`src/rtl/fetch_decode_queue_pkg.sv`:
```
// Shared fetch/decode types and the fetch-exception helper.
// Decode and the fetch-decode queue both use fetch_exc_valid.
package fetch_decode_queue_pkg;

    typedef struct packed {
        logic        taken;
        logic [29:0] target;
    } predict_info_t;

    typedef struct packed {
        logic adef;
        logic tlbr;
        logic pif;
        logic ppi;
    } fetch_exc_info_t;

    typedef struct packed {
        logic [31:0]        pc;
        logic [1:0]         mask;
        logic [1:0][31:0]   insts;
        predict_info_t [1:0] predict_infos;
        fetch_exc_info_t    fetch_exc_info;
    } f_d_pkg_t;

    function automatic logic fetch_exc_valid(input fetch_exc_info_t e);
        return e.adef | e.tlbr | e.pif | e.ppi;
    endfunction

endpackage

```
`src/rtl/handshake_if.sv`:
```
// Valid/ready handshake carrying one fetch packet.
// The receiver modport consumes data; the sender modport produces it.
interface handshake_if;
    import fetch_decode_queue_pkg::*;

    logic     valid;
    logic     ready;
    f_d_pkg_t data;

    modport sender (
        output valid,
        output data,
        input  ready
    );

    modport receiver (
        input  valid,
        input  data,
        output ready
    );

endinterface

```
`src/rtl/fetch_decode_queue.sv`:
```
// Packet FIFO between fetch and decode.
// Registered output, no empty bypass, flush empties the queue.
module fetch_decode_queue
    import fetch_decode_queue_pkg::*;
#(
    parameter  int DEPTH = 4,
    localparam int PTR_W = $clog2(DEPTH)
) (
    input  logic             clk,
    input  logic             rst,
    input  logic             flush,
    handshake_if.receiver    receiver,
    handshake_if.sender      sender,
    output logic [PTR_W:0]   count_o
);

    localparam logic [PTR_W:0] PTR_ONE = {{PTR_W{1'b0}}, 1'b1};

    f_d_pkg_t         r_mem [DEPTH];
    logic [PTR_W:0]   r_head;
    logic [PTR_W:0]   r_tail;

    logic             w_empty;
    logic             w_full;
    logic             w_keep;
    logic             w_enq;
    logic             w_deq;

    assign w_empty = (r_head == r_tail);
    assign w_full  = (r_head[PTR_W-1:0] == r_tail[PTR_W-1:0])
                  && (r_head[PTR_W] != r_tail[PTR_W]);

    assign receiver.ready = !w_full;
    assign sender.valid   = !w_empty;
    assign sender.data    = r_mem[r_head[PTR_W-1:0]];

    // Empty-mask packets without an exception carry nothing for decode.
    assign w_keep = (|receiver.data.mask)
                 || fetch_exc_valid(receiver.data.fetch_exc_info);

    assign w_enq   = receiver.valid && !w_full && w_keep;
    assign w_deq   = sender.ready && !w_empty;
    assign count_o = r_tail - r_head;

    always_ff @(posedge clk or posedge rst) begin
        if (rst) begin
            r_head <= '0;
            r_tail <= '0;
        end else if (flush) begin
            r_head <= '0;
            r_tail <= '0;
        end else begin
            if (w_enq) begin
                r_tail <= r_tail + PTR_ONE;
            end
            if (w_deq) begin
                r_head <= r_head + PTR_ONE;
            end
        end
    end

    always_ff @(posedge clk) begin
        if (w_enq) begin
            r_mem[r_tail[PTR_W-1:0]] <= receiver.data;
        end
    end

    a_no_deq_empty : assert property (
        @(posedge clk) disable iff (rst) !(w_deq && w_empty));

    a_no_enq_full : assert property (
        @(posedge clk) disable iff (rst) !(w_enq && w_full));

    a_count_bound : assert property (
        @(posedge clk) disable iff (rst) (int'(count_o) <= DEPTH));

endmodule

```
`src/flat_wrapper.sv`:
```
// flat-port wrapper written by rule: the top's interface ports become plain ports
module fetch_decode_queue_flat import fetch_decode_queue_pkg::*;
#(
    parameter  int DEPTH = 4,
    localparam int PTR_W = $clog2(DEPTH)
)
  (clk, rst, flush, count_o, receiver_valid, receiver_data, receiver_ready, sender_valid, sender_data, sender_ready);
  handshake_if receiver_i ();
  handshake_if sender_i ();
  input  logic clk;
  input  logic rst;
  input  logic flush;
  output logic [PTR_W:0] count_o;
  input wire logic [$bits(receiver_i.valid)-1:0] receiver_valid;
  input wire logic [$bits(receiver_i.data)-1:0] receiver_data;
  output wire logic [$bits(receiver_i.ready)-1:0] receiver_ready;
  output wire logic [$bits(sender_i.valid)-1:0] sender_valid;
  output wire logic [$bits(sender_i.data)-1:0] sender_data;
  input wire logic [$bits(sender_i.ready)-1:0] sender_ready;
  assign receiver_i.valid = receiver_valid;
  assign receiver_i.data = receiver_data;
  assign receiver_ready = receiver_i.ready;
  assign sender_valid = sender_i.valid;
  assign sender_data = sender_i.data;
  assign sender_i.ready = sender_ready;
  fetch_decode_queue #(.DEPTH(DEPTH)) u_core (.clk(clk), .rst(rst), .flush(flush), .receiver(receiver_i), .sender(sender_i), .count_o(count_o));
endmodule
```
`config.mk`:
```
export PLATFORM = sky130hd
export DESIGN_NAME = fetch_decode_queue_flat
export DESIGN_NICKNAME = d
export VERILOG_FILES = /design/src/rtl/fetch_decode_queue_pkg.sv /design/src/rtl/handshake_if.sv /design/src/rtl/fetch_decode_queue.sv /design/src/flat_wrapper.sv
export SDC_FILE = /design/constraint.sdc
export NUM_CORES = 1
export LEC_CHECK = 0
export CORE_ASPECT_RATIO = 0.7
export CORE_MARGIN = 2
export CORE_UTILIZATION = 31
export DETAILED_ROUTE_END_ITERATION = 6
export PLACE_DENSITY = 0.55
export SLEW_MARGIN = 10
export SYNTH_ARGS = -nofsm -noshare
export SYNTH_HDL_FRONTEND = slang
export SYNTH_SLANG_ARGS = --single-unit
```
`constraint.sdc`:
```
create_clock -name clk -period 7.3 [get_ports clk]
set_input_delay 1.46 -clock clk [delete_from_list [all_inputs] [get_ports clk]]
set_output_delay 1.46 -clock clk [all_outputs]
set_load 0.01 [all_outputs]
```
Yosys cells after proc, flatten, opt, wreduce, memory -nomap -nowiden --
Memory sizes are Yosys's and may differ from the RTL's. Cells that the tools add are included.
Operators by class: add/sub/neg operators 3, order comparisons 0, shifts and indexed selects 0, reduce and logical (&&, ||, !) cells 10, multiply operators 0, div/mod/pow operators 0, mux-type cells 6, eq/ne operators 3, bitwise gates (word level) 3
Operators by type and width (count):
- $mux 3 | 4
- $add 3x1->3 const B | 2
- $logic_and 1x1->1 | 4
- $reduce_bool 2->1 | 2
- $eq 3x3->1 | 1
- $or 1x1->1 | 3
- $sub 3x3->3 | 1
- $eq 2x2->1 | 1
- $logic_not 1->1 | 2
- $mux 1 | 2
- $reduce_or 2->1 | 1
- $logic_or 1x1->1 | 1
- $ne 1x1->1 | 1
Storage, ports and cells: bits in writable memories 656, memories kept 1, input port bits 169, flip-flop bits (word level) 6, bits in read-only memories 0, output and inout bits 169, bits in latches 0
Memory list:
- u_core.r_mem | depth 4, bits a word 164, rd ports 1, clocked after memory_dff 0, wr ports 1, RTL line fetch_decode_queue.sv:19 | f_d_pkg_t r_mem [DEPTH];

Longest topological paths before layout --
Gate-level depths: netlist (run 1).
depth after elaboration 7, gate-level depth with buffers 8, gate-level depth less buffers 6

Least setup slack after synthesis (run 1) --
No wires, ideal clock.
path type input to register, start point input port receiver_data[3], end point memory u_core.r_mem[2][0] (netlist name) (enable), buffers on the path 0, cell stages on the path 4, setup time 0.544 ns, data required time 6.756 ns, setup slack 1.227 ns, arrival time 5.529 ns, cells stage by stage nor4_1 > nand2_1 > and3_4 > and2_1
On the way: longest elaborated chain between the ends 7
RTL lines:
- start: declaration | RTL line flat_wrapper.sv:15 | input wire logic [$bits(receiver_i.data)-1:0] receiver_data;
- $or 1x1->1 (3 in a row) | RTL line fetch_decode_queue_pkg.sv:26 | return e.adef | e.tlbr | e.pif | e.ppi;
- $logic_or 1x1->1 | RTL line fetch_decode_queue.sv:39 | || fetch_exc_valid(receiver.data.fetch_exc_info);
- $logic_and 1x1->1 | RTL line fetch_decode_queue.sv:41 | assign w_enq = receiver.valid && !w_full && w_keep;
- $mux 1 | RTL line fetch_decode_queue.sv:63 | if (w_enq) begin
- $mux 1 (implied by the code) | RTL line fetch_decode_queue.sv:64 | r_mem[r_tail[PTR_W-1:0]] <= receiver.data;
- end: declaration | RTL line fetch_decode_queue.sv:19
Every way passes these cells.

Worst setup path after layout (run 1) --
start point register u_core.r_head[0], end point output port sender_data[110]
On the way: longest elaborated chain between the ends 1
RTL lines:
- start: declaration | RTL line fetch_decode_queue.sv:20 | logic [PTR_W:0] r_head;
- start signal: assignment | RTL line fetch_decode_queue.sv:57 | r_head <= r_head + PTR_ONE;
- $mem_v2 4x164
- end: declaration | RTL line flat_wrapper.sv:18 | output wire logic [$bits(sender_i.data)-1:0] sender_data;
Every way passes these cells.

==> run summary, run 1 <==
After filler insertion, the fill cell instance count of the layout stands at 6753. The worst reg-to-reg setup slack is 3.62 ns. Tracing the worst setup path back leads to its startpoint at u_core.r_head[0]$_DFFE_PP0P_. After floorplanning, the core was divided into 85 placement rows. Of all nets on the critical path, the largest fanout is 60. The via count of the first global-routing pass was 11283. In the synthesized netlist, the number of instances is 909. In the global route stage, overall resource usage came out at 12.7%. The share of the clock period used by the worst path after layout came out at 66.7%. The effective utilization at floorplan came out at 31.3%. The placed wire-length estimate after detailed placement is 29800 microns. The total negative slack for setup checks is 0 ns. The number of clock buffers added by TritonCTS is 68. Setup violations remaining at the end of the flow were counted as 0.

The number of buffers added to fix hold violations after cts came out at 0. The number of different library cells used by synthesis comes to 26. The cell sitting at the root of the clock tree is a clkbuf_16. The number of hold violations in the final report came to 0.

The clock tree skew after final layout is 0.0246 ns. The number of synthesized flops with an enable pin came out at 656. The flop and latch count out of synthesis came out at 662. The worst setup path is of the reg2out kind.

The final net count is 1469. The synthesized netlist net count came out at 1086. The power density normalized to cell area came out at 304 nW/um^2.

Excluding fillers, the count of instances in the completed layout stands at 2386. The post-synthesis instance area came out at 24100 sq um. The number of slew-limit violations in the final report came out at 0. The number of nets with antenna violations after detailed routing is 0. The overall power after layout is 0.00939 W. The wire length of the first global-routing pass is 74400 microns. The overall routed net length came out at 51300 microns. The number of buffers on the longest clock path came out at 3. The TritonCTS clock tree is built. The number of input and output port buffers inserted is 337. The number of max-cap violations is 0. Clock tree synthesis found a total of 662 sinks. The post-cts repair resize count came out at 0. STA classifies the critical path startpoint as a flop. The relative area change from synthesis to final layout came out at 28.0%. The overall die area is 80000 sq um. The routed length per instance came out at 21.5 microns. Counting flops with an async set or reset pin after synthesis yields a share of 0.906%. The count of synthesis-stage warnings from yosys came out at 0. Setup repair after global routing left no endpoint under its margin. The worst-skew pair later-pin latency is 0.60 ns. Among all flip-flop cells after synthesis, the most frequent one is edfxtp_1. The die extent in y came out at 237 microns. The actual transition at the worst max-transition pin is 1.06 ns. The clock period minus worst slack is 4.87 ns. The hold path depth is 2. The mean instance size in the synthesized netlist came out at 26.5 sq um.

The routability-driven placement congestion ratio is 0.699. In this run, placement finished with an instance count of 2266. The maximum number of pins on one net before global-route repair is 91. In this run the most critical hold path is launched from u_core.r_head[2]$_DFFE_PP0P_. The required arrival time at the worst endpoint is 5.84 ns. The part of the Yosys area used for sequential elements came out at 82.4%. The peak supply drop is 0.187 mV.

Measured in cells, the most critical reg-to-reg path has a length of 6. The boundary pin count is 338. The tightest slew margin relative to the limit came out at 29.4%.

The aggregate global routing overflow came out at 0. The worst register-to-register path begins at u_core.r_head[1]$_DFFE_PP0P_. The maximum clock frequency is 205 MHz. Of the cells placed in the final design, the portion with a size suffix greater than 1 is 21.3%. The average vias per placed instance came out at 4.50.

The arrival time at the worst endpoint is 3.41 ns. The buffer count from post-CTS setup fixing is 0. The run finished with clean final reports. The horizontal extent of the die is 337 microns. For this block, the initial DRC count from the detailed router was 596.

The worst setup path is captured at an output port. The post-route worst hold slack came out at 0.613 ns. In this run the static leakage power is 9.58 nW. The number of antenna violations at the first check in global routing came out at 7. The worst hold path belongs to the class reg2reg. The number of remaining DRC errors came out at 0. For this block, the via count after detailed routing is 10747.

The first-pass detailed-route iteration total is 4. In this run the standard cell core region covers 76900 sq um. The depth of the CTS H-tree came out at 3. After clock tree synthesis, the clock-pin slew on the worst setup and hold paths is 0.06 ns.
where the power goes:
group	switching, W	internal [W]
Clock	0.00143	0.00183
Combinational	0.000720	0.000941
Sequential	0.0000938	0.00438
Total	0.00224	0.00715
cells in the mapped netlist (3+ instances only):
cell type | instances | area share, %
mux4_2 | 164 | 15
clkbuf_1 | 7 | 0.11
and2_1 | 3 | 0.078
buf_1 | 10 | 0.16
xor2_1 | 3 | 0.11
edfxtp_1 | 656 | 82
ha_1 | 7 | 0.36
dfrtp_1 | 6 | 0.62
nor2_1 | 7 | 0.11
inv_1 | 6 | 0.093
buf_4 | 16 | 0.50
buf_2 | 5 | 0.10
flip-flops by register name, summed over array words and instances, names as in the netlist:
signal,cells
u_core.r_head,3
u_core.r_tail,3
u_core.r_mem,656
cell type report:
cell class	instances	area [sq um]	share of cell area, %
timing repair buffer	351	3570	11.6
sequential	662	19900	64.4
inverter	6	22.5	0.0730
multi-input combinational	203	4030	13.1
tap	1044	1310	4.23
antenna	1	2.50	0.00811
clock inverter	43	338	1.09
clock buffer	76	1730	5.61
worst max-delay path: stages (launching register included):
cell and delay [ns]:
dfrtp_4 1.05, buf_12 0.44, mux4_2 0.59, clkdlybuf4s50_1 0.53
kinds of logic after synthesis:
| family | Yosys count | synth area share [%] |
|---|---|---|
| adder cells (fa/ha/maj) | 8 | 0.446 |
| AND/OR/NAND/NOR | 20 | 0.478 |
| flip-flops | 662 | 82.4 |
| XOR/XNOR | 5 | 0.182 |
| multiplexers | 168 | 15.5 |
| AO/OA/AOI/OAI | 2 | 0.0519 |
| buffers and inverters | 44 | 0.960 |
cell usage in the layout, fill, tap and decap left out:
| master | n |
|---|---|
| mux2_4 | 2 |
| o21ai_0 | 1 |
| and2_4 | 3 |
| mux2i_1 | 2 |
| nor2_1 | 7 |
| and4_4 | 1 |
| nand2_1 | 2 |
| ha_1 | 7 |
| and3_4 | 1 |
| clkbuf_16 | 68 |
| nand2b_1 | 2 |
| clkinvlp_4 | 1 |
| edfxtp_1 | 656 |
| buf_12 | 7 |
| o211ai_1 | 1 |
| inv_8 | 1 |
| buf_4 | 7 |
| inv_6 | 5 |
| nand3_2 | 1 |
| xnor2_1 | 2 |
| clkinv_8 | 3 |
| clkbuf_1 | 8 |
| clkinv_2 | 15 |
| mux4_2 | 164 |
| dfrtp_4 | 2 |
| clkdlybuf4s50_1 | 337 |
| clkinv_4 | 1 |
| diode_2 | 1 |
| fa_1 | 1 |
| dfrtp_1 | 4 |
| nand3_1 | 1 |
| xor2_1 | 3 |
| clkinv_1 | 14 |
| bufinv_16 | 3 |
| nor2b_1 | 1 |
| nor4_1 | 1 |
| inv_1 | 6 |
routing by layer:
| layer | vias to the layer above | global-route usage (%) | part of all wire, % |
|---|---|---|---|
| met4 | 14 | 3.52 | 2.1 |
| met5 | - | 0 | 0.21 |
| met2 | 242 | 19.5 | 46 |
| met3 | 87 | 4.44 | 6.8 |
| met1 | 5695 | 17.1 | 45 |
| li1 | 4709 | - | - |
through the flow:
| stage | util, % | worst slack (ns) | cell area (sq um) |
|---|---|---|---|
| 3_3_place_gp | 37.4 | 2.94 | 28800 |
| 6_report | 40.1 | 2.43 | 30900 |
| 2_1_floorplan | - | 1.23 | 24100 |
| 5_1_grt | 40.1 | 2.15 | 30900 |
| 3_5_place_dp | 37.4 | 2.93 | 28800 |
| 4_1_cts | 40.1 | 2.25 | 30900 |
final timing paths:
check                                                  to
setup / recovery                         sender_data[110]
hold / removal               u_core.r_head[2]$_DFFE_PP0P_
setup reg to reg           u_core.r_mem[0][133]$_DFFE_PP_
hold reg to reg              u_core.r_head[2]$_DFFE_PP0P_
max in group asynchronous    u_core.r_head[1]$_DFFE_PP0P_
min in group asynchronous    u_core.r_tail[2]$_DFFE_PP0P_
Note: power is estimated with default switching activity, not from simulation.
==> run 2: changes to the inputs <==
--- a/config.mk
+++ b/config.mk
@@ -9,7 +9,7 @@
 export CORE_MARGIN = 2
 export CORE_UTILIZATION = 31
 export DETAILED_ROUTE_END_ITERATION = 6
-export PLACE_DENSITY = 0.55
+export PLACE_DENSITY = 0.57
 export SLEW_MARGIN = 10
 export SYNTH_ARGS = -nofsm -noshare
 export SYNTH_HDL_FRONTEND = slang
==> constraint.sdc (replaced) <==
create_clock -name clk -period 4 [get_ports clk]
set_input_delay 0.8 -clock clk [delete_from_list [all_inputs] [get_ports clk]]
set_output_delay 0.8 -clock clk [all_outputs]
set_load 0.01 [all_outputs]
==> run 2 against run 1 <==
Utilization is 0.45 points higher. Worst setup slack worse by 2.1 ns. Power is 83% higher. Wire length is 0.38% higher. Flip-flop and latch count stayed put. Non-clock buffer count is 36 higher. Die area stayed put. Largest cell class unchanged.
==> run summary, run 2 (same netlist as run 1, synthesis figures left out) <==
The most common cell after layout, fill and taps aside is edfxtp_1. The placed wire-length estimate after detailed placement came out at 31700 microns (+6.4%). The type of element launching the critical path is a flop. TritonCTS built the clock tree.

The horizontal extent of the die is 337 microns (unchanged). The total vias in the final route came out at 10959 (+2.0%). The number of sinks handled by clock tree synthesis came out at 662 (unchanged).

The buffer count from post-CTS setup fixing came out at 0 (unchanged). The count of endpoints failing setup in the final report is 0 (unchanged). The clock buffer count from CTS came out at 67 (-1.5%). The number of max-cap violations is 0 (unchanged). The first-pass detailed-route iteration total was 4 (unchanged). The actual transition at the worst max-transition pin came to 0.657 ns (-0.402 ns). The placed instance count is 2302 (+1.6%). The overall routed net length came to 51400 microns (+0.38%). The relative area change from synthesis to final layout is 29.4%. The proportion of layout cells with a drive suffix above 1 came to 23.0% (+1.7 points).

The tightest min-delay check is of the in2async type. The number of input and output port buffers inserted came out at 337 (unchanged). The clock transition time at the flip-flop clock pins of the worst setup and hold paths was 0.07 ns (about the same).

The worst setup slack after layout is 0.369 ns (-2.06 ns). The overall power after layout came out at 0.0171 W (+83%). The routability-driven placement congestion ratio is 0.706 (+1.1%). The required arrival time at the worst endpoint came to 3.20 ns (-2.64 ns). The share of the clock period used by the worst path after layout came out at 90.8%.

The number of nets with antenna violations after detailed routing is 0 (unchanged). The number of buffers on the longest clock path is 3 (unchanged). Counting I/O delays and the setup requirement, the final critical path takes 3.63 ns. The critical path in this run is classified as reg2out. The overall routing resource usage came out at 12.7% (+0.047 points). The aggregate global routing overflow came to 0 (unchanged). The arrival time at the worst endpoint came out at 2.83 ns (-0.58 ns).

The depth of the CTS H-tree is 3 (unchanged). The boundary pin count is 338 (unchanged). The cell sitting at the root of the clock tree is a clkbuf_16. The wire length of the first global-routing pass came to 74700 microns (+0.36%). The final net count is 1504 (+2.4%).

The post-placement worst setup slack is 0.882 ns (-2.05 ns). The floorplan core area came out at 76900 sq um (unchanged). The worst-skew pair later-pin latency is 0.60 ns (about the same). The number of antenna violations at the first check in global routing came out at 4 (-3). The number of filler cells placed in the layout came to 6748 (-0.074%).

The overall die area is 80000 sq um (unchanged). The number of hold violations in the final report is 0 (unchanged). The number of buffers added to fix hold violations after cts is 0 (unchanged). The number of DRC violations after detailed-routing iteration 0 is 702 (+18%). The tightest slew margin relative to the limit is 56.2% (+27 points).

The power density normalized to cell area came out at 549 nW/um^2 (+81%). The peak supply drop came out at 0.377 mV (+100%). The number of remaining DRC errors came to 0 (unchanged).

The sort of element at the end of the critical path is an output port. The clock tree skew after final layout came out at 0.0244 ns (-0.000177 ns). The flip-flop count of the largest register after layout came to 656 (unchanged). The via count of the first global-routing pass came out at 11682 (+3.5%). The effective utilization at floorplan came to 31.3% (unchanged). In the layout the commonest cells are edfxtp_1 (656), clkdlybuf4s50_1 (337), mux4_2 (164). The die extent in y is 237 microns (unchanged). The routed length per instance is 21.3 microns (-1.0%). Setup repair after global routing left no endpoint under its margin. The maximum number of pins on one net before global-route repair came out at 53 (-42%). The maximum clock frequency came out at 275 MHz.

The leakage power came to 9.77 nW (+1.9%). The number of slew-limit violations in the final report is 0 (unchanged). The highest fanout seen on the critical path came out at 22 (-63%). The run finished with clean final reports.

The standard-cell row count came to 85 (unchanged). The final standard cell count with taps included and fillers excluded is 2420 (+1.4%). The average vias per placed instance is 4.53 (+0.54%).

The post-cts repair resize count is 0 (unchanged).
==> run 2: changes by cell type in the layout (fill, tap and decap cells not counted), moves of 2 or more <==
cell / delta
buf_12: +8
buf_4: +28
clkbuf_1: +2
clkinv_2: -6
clkinv_4: +3
clkinvlp_4: +2
inv_6: -2
==> run 2: metrics by stage <==
stage / hold WS (ns) / cell area [sq um] / utilization (%) / TNS (ns)
5_1_grt: 0.429 / 31200 / 40.6 / 0
3_3_place_gp: 0.584 / 29200 / 37.9 / 0
3_5_place_dp: 0.612 / 29200 / 37.9 / 0
2_1_floorplan: 0.561 / 24100 / - / -8.63
4_1_cts: 0.417 / 31200 / 40.6 / 0
6_report: 0.462 / 31200 / 40.6 / 0
==> run 2: power by group <==
part / switching [W] / total (W) / internal [W]
registers: 0.000101 / 0.00809 / 0.00799
clock network: 0.00256 / 0.00586 / 0.00330
logic: 0.00139 / 0.00319 / 0.00180
total: 0.00405 / 0.0171 / 0.0131
==> run 2: layout make-up <==
| class | instances | area (sq um) | area share, % |
|---|---|---|---|
| timing repair buffer | 387 | 3940 | 12.6 |
| sequential | 662 | 19900 | 63.7 |
| tap | 1044 | 1310 | 4.19 |
| clock inverter | 38 | 278 | 0.890 |
| antenna | 1 | 2.50 | 0.00802 |
| clock buffer | 79 | 1760 | 5.66 |
| multi-input combinational | 203 | 4030 | 12.9 |
| inverter | 6 | 22.5 | 0.0722 |
==> run 2: worst max-delay path: stages (launching register included) <==
cell	delay (ns)
dfrtp_4	0.59
buf_12	0.25
buf_4	0.26
mux4_2	0.52
clkdlybuf4s50_1	0.57
==> run 2: path summary, 6_finish.rpt <==
path	from	endpoint	slack (ns)	depth (start not counted)
min in group clk	u_core.r_head[2]$_DFFE_PP0P_	u_core.r_head[2]$_DFFE_PP0P_	0.62	2
setup / recovery	u_core.r_head[0]$_DFFE_PP0P_	sender_data[9]	0.37	4
hold / removal	rst	u_core.r_tail[2]$_DFFE_PP0P_	0.46	2
hold reg to reg	u_core.r_head[2]$_DFFE_PP0P_	u_core.r_head[2]$_DFFE_PP0P_	0.62	2
setup reg to reg	u_core.r_head[1]$_DFFE_PP0P_	u_core.r_mem[1][83]$_DFFE_PP_	1.15	6
max in group asynchronous	rst	u_core.r_head[0]$_DFFE_PP0P_	3.29	2
==> run 2: per-layer routing <==
metal / global-route usage [%] / wire (microns) / vias to the layer above
li1: - / - / 4775
met1: 16.8 / 22000 / 5800
met2: 20.3 / 25000 / 294
met3: 3.99 / 3480 / 82
met4: 3.65 / 989 / 8
met5: 0 / 50 / -
==> run 3: changes to the inputs <==
--- a/config.mk
+++ b/config.mk
@@ -5,11 +5,12 @@
 export SDC_FILE = /design/constraint.sdc
 export NUM_CORES = 1
 export LEC_CHECK = 0
+export CAP_MARGIN = 25
 export CORE_ASPECT_RATIO = 0.7
 export CORE_MARGIN = 2
 export CORE_UTILIZATION = 31
 export DETAILED_ROUTE_END_ITERATION = 6
-export PLACE_DENSITY = 0.57
+export PLACE_DENSITY = 0.55
 export SLEW_MARGIN = 10
 export SYNTH_ARGS = -nofsm -noshare
 export SYNTH_HDL_FRONTEND = slang
==> constraint.sdc (replaced) <==
create_clock -name clk -period 4.65 [get_ports clk]
set_input_delay 0.93 -clock clk [delete_from_list [all_inputs] [get_ports clk]]
set_output_delay 0.93 -clock clk [all_outputs]
set_load 0.01 [all_outputs]
==> run 3 against run 2 <==
Register-to-register slack improved by 0.37 ns. First-iteration DRC count fell by 19%. Global-route usage fell by 0.077 points.
==> run summary, run 3 (same netlist as run 1, synthesis figures left out) <==
The flow ran to the end, and the final reports show no timing, DRC or antenna violations. The overall die area was 80000 sq um (unchanged). The number of slew-limit violations in the final report was 0 (unchanged).

Leaving out fill and tap cells, the most frequent cell in the layout is edfxtp_1. In this run the clock root is driven by a clkbuf_16. The worst-skew pair later-pin latency is 0.59 ns (about the same). The boundary pin count is 338 (unchanged). The placed wire-length estimate after detailed placement is 29500 microns (-7.0%).

Of the available clock period, the critical path in the final layout requires 85.7%. The via count of the first global-routing pass came out at 11586 (-0.82%). The multi-input combinational cell area is 4030 sq um (unchanged). Setup repair after global routing left no endpoint under its margin. The critical path start-end classification is reg2out. The maximum number of pins on one net before global-route repair came out at 110 (+110%).

The final standard cell count with taps included and fillers excluded came out at 2396 (-0.99%). The actual transition at the worst max-transition pin is 0.984 ns (+0.327 ns). The standard-cell row count is 85 (unchanged). The worst setup slack after layout is 0.664 ns (+0.294 ns).

The number of filler cells placed in the layout is 6746 (-0.030%). The overall power after layout was 0.0149 W (-13%). The total negative slack for setup checks came out at 0 ns (unchanged). The highest fanout seen on the critical path is 38 (+73%). The floorplan core area came out at 76900 sq um (unchanged). The number of sinks handled by clock tree synthesis is 662 (unchanged). The number of nets with antenna violations after detailed routing is 0 (unchanged). The type of element launching the critical path is a flop. The relative area change from synthesis to final layout came out at 29.0%. The tightest slew margin relative to the limit is 34.4% (-22 points). The total vias in the final route is 10822 (-1.3%). The routability-driven placement congestion ratio came out at 0.701 (-0.82%). The clock transition time at the flip-flop clock pins of the worst setup and hold paths came to 0.07 ns (about the same). The maximum clock frequency is 251 MHz. The overall routed net length came out at 50700 microns (-1.4%). In the layout the commonest cells are edfxtp_1 (656), clkdlybuf4s50_1 (337), mux4_2 (164).

The number of buffers added to fix hold violations after cts came out at 0 (unchanged). The leakage power came out at 9.68 nW (-0.95%). The overall routing resource usage came out at 12.7% (-0.077 points). The clock period minus worst slack came out at 3.99 ns.

The buffer count from post-CTS setup fixing came out at 0 (unchanged). The proportion of layout cells with a drive suffix above 1 is 21.5% (-1.5 points). The post-cts repair resize count is 0 (unchanged). The peak supply drop came out at 0.237 mV (-37%). The class of the tightest hold or removal check is in2async. The number of hold violations in the final report is 0 (unchanged). The TritonCTS clock tree is built. The number of antenna violations at the first check in global routing came out at 6 (+2). The effective utilization at floorplan came out at 31.3% (unchanged).

The number of remaining DRC errors is 0 (unchanged). The required arrival time at the worst endpoint is 3.72 ns (+0.52 ns). The clock buffer count from CTS came out at 68 (+1.5%).

The final core area utilization is 40.4% (-0.14 points). The number of input and output port buffers inserted was 337 (unchanged). The horizontal extent of the die came to 337 microns (unchanged). The post-placement worst setup slack is 1.19 ns (+0.307 ns). The aggregate global routing overflow came out at 0 (unchanged). The placed instance count is 2273 (-1.3%).

The first-pass detailed-route iteration total is 4 (unchanged). The depth of the CTS H-tree came out at 3 (unchanged). The clock tree skew after final layout came out at 0.0228 ns (-0.00167 ns). The die extent in y is 237 microns (unchanged). The wire length of the first global-routing pass is 74600 microns (-0.18%).

The number of buffers on the longest clock path is 3 (unchanged). The flip-flop count of the largest register after layout came out at 656 (unchanged). The final net count came out at 1476 (-1.9%). The area taken by flip-flops and latches is 19900 sq um (unchanged). The routed length per instance is 21.2 microns (-0.37%). The arrival time at the worst endpoint was 3.06 ns (+0.23 ns).

The number of DRC violations after detailed-routing iteration 0 came out at 572 (-19%). The count of endpoints failing setup in the final report is 0 (unchanged). The average vias per placed instance came out at 4.52 (-0.26%). The number of max-cap violations came out at 0 (unchanged).

The worst reg-to-reg setup slack is 1.52 ns (+0.37 ns). The total inserted antenna cells is 0 (-1). The worst setup path is captured at an output port. The power density normalized to cell area is 480 nW/um^2 (-13%).
==> run 3: cell types whose count changed in the layout (fill, tap and decap cells not counted), sizes merged <==
cell | before | now
clkbuf | 79 | 81
buf | 50 | 21
bufinv | 2 | 5
diode | 1 | 0
inv | 9 | 10
==> run 3: power by group <==
| part | leakage, nW | total, W | internal, W | switching [W] |
|---|---|---|---|---|
| combinational | 2.52 | 0.00264 | 0.00150 | 0.00114 |
| clock | 1.06 | 0.00530 | 0.00308 | 0.00222 |
| sequential | 6.10 | 0.00700 | 0.00688 | 0.000123 |
| total | 9.68 | 0.0149 | 0.0115 | 0.00348 |
==> run 3: cell type report <==
type                            count  area share, %
Multi-Input combinational cell    203           13.0
Inverter                            6         0.0724
Tap cell                         1044           4.20
Timing Repair Buffer              358           11.9
Clock inverter                     42           1.17
Clock buffer                       81           5.84
Sequential cell                   662           63.9
==> run 3: worst max-delay path: stages, from the launching register on <==
cell and delay [ns]:
dfrtp_4 0.89, buf_12 0.37, mux4_2 0.57, clkdlybuf4s50_1 0.57
==> run 3: metrics by stage <==
stage	area, sq um	hold slack, ns
finish	31100	0.588
global route	31100	0.567
CTS	31100	0.545
detailed placement	28900	0.598
global placement	28900	0.584
floorplan	24100	0.561
==> run 3: final timing paths <==
| path | from | endpoint | cells after the start |
|---|---|---|---|
| hold reg to reg | u_core.r_head[2]$_DFFE_PP0P_ | u_core.r_head[2]$_DFFE_PP0P_ | 2 |
| min in group clk | u_core.r_head[2]$_DFFE_PP0P_ | u_core.r_head[2]$_DFFE_PP0P_ | 2 |
| max in group asynchronous | rst | u_core.r_head[0]$_DFFE_PP0P_ | 2 |
| setup reg to reg | u_core.r_head[1]$_DFFE_PP0P_ | u_core.r_mem[2][85]$_DFFE_PP_ | 6 |
| setup / recovery | u_core.r_head[0]$_DFFE_PP0P_ | sender_data[80] | 3 |
| hold / removal | rst | u_core.r_tail[2]$_DFFE_PP0P_ | 2 |
==> run 3: per-layer routing <==
layer	global-route usage [%]	wire (microns)	vias up
met5	0	91	-
met4	3.63	1060	12
met3	4.71	3720	87
met2	19.9	24300	249
met1	16.4	21600	5742
li1	-	-	4732
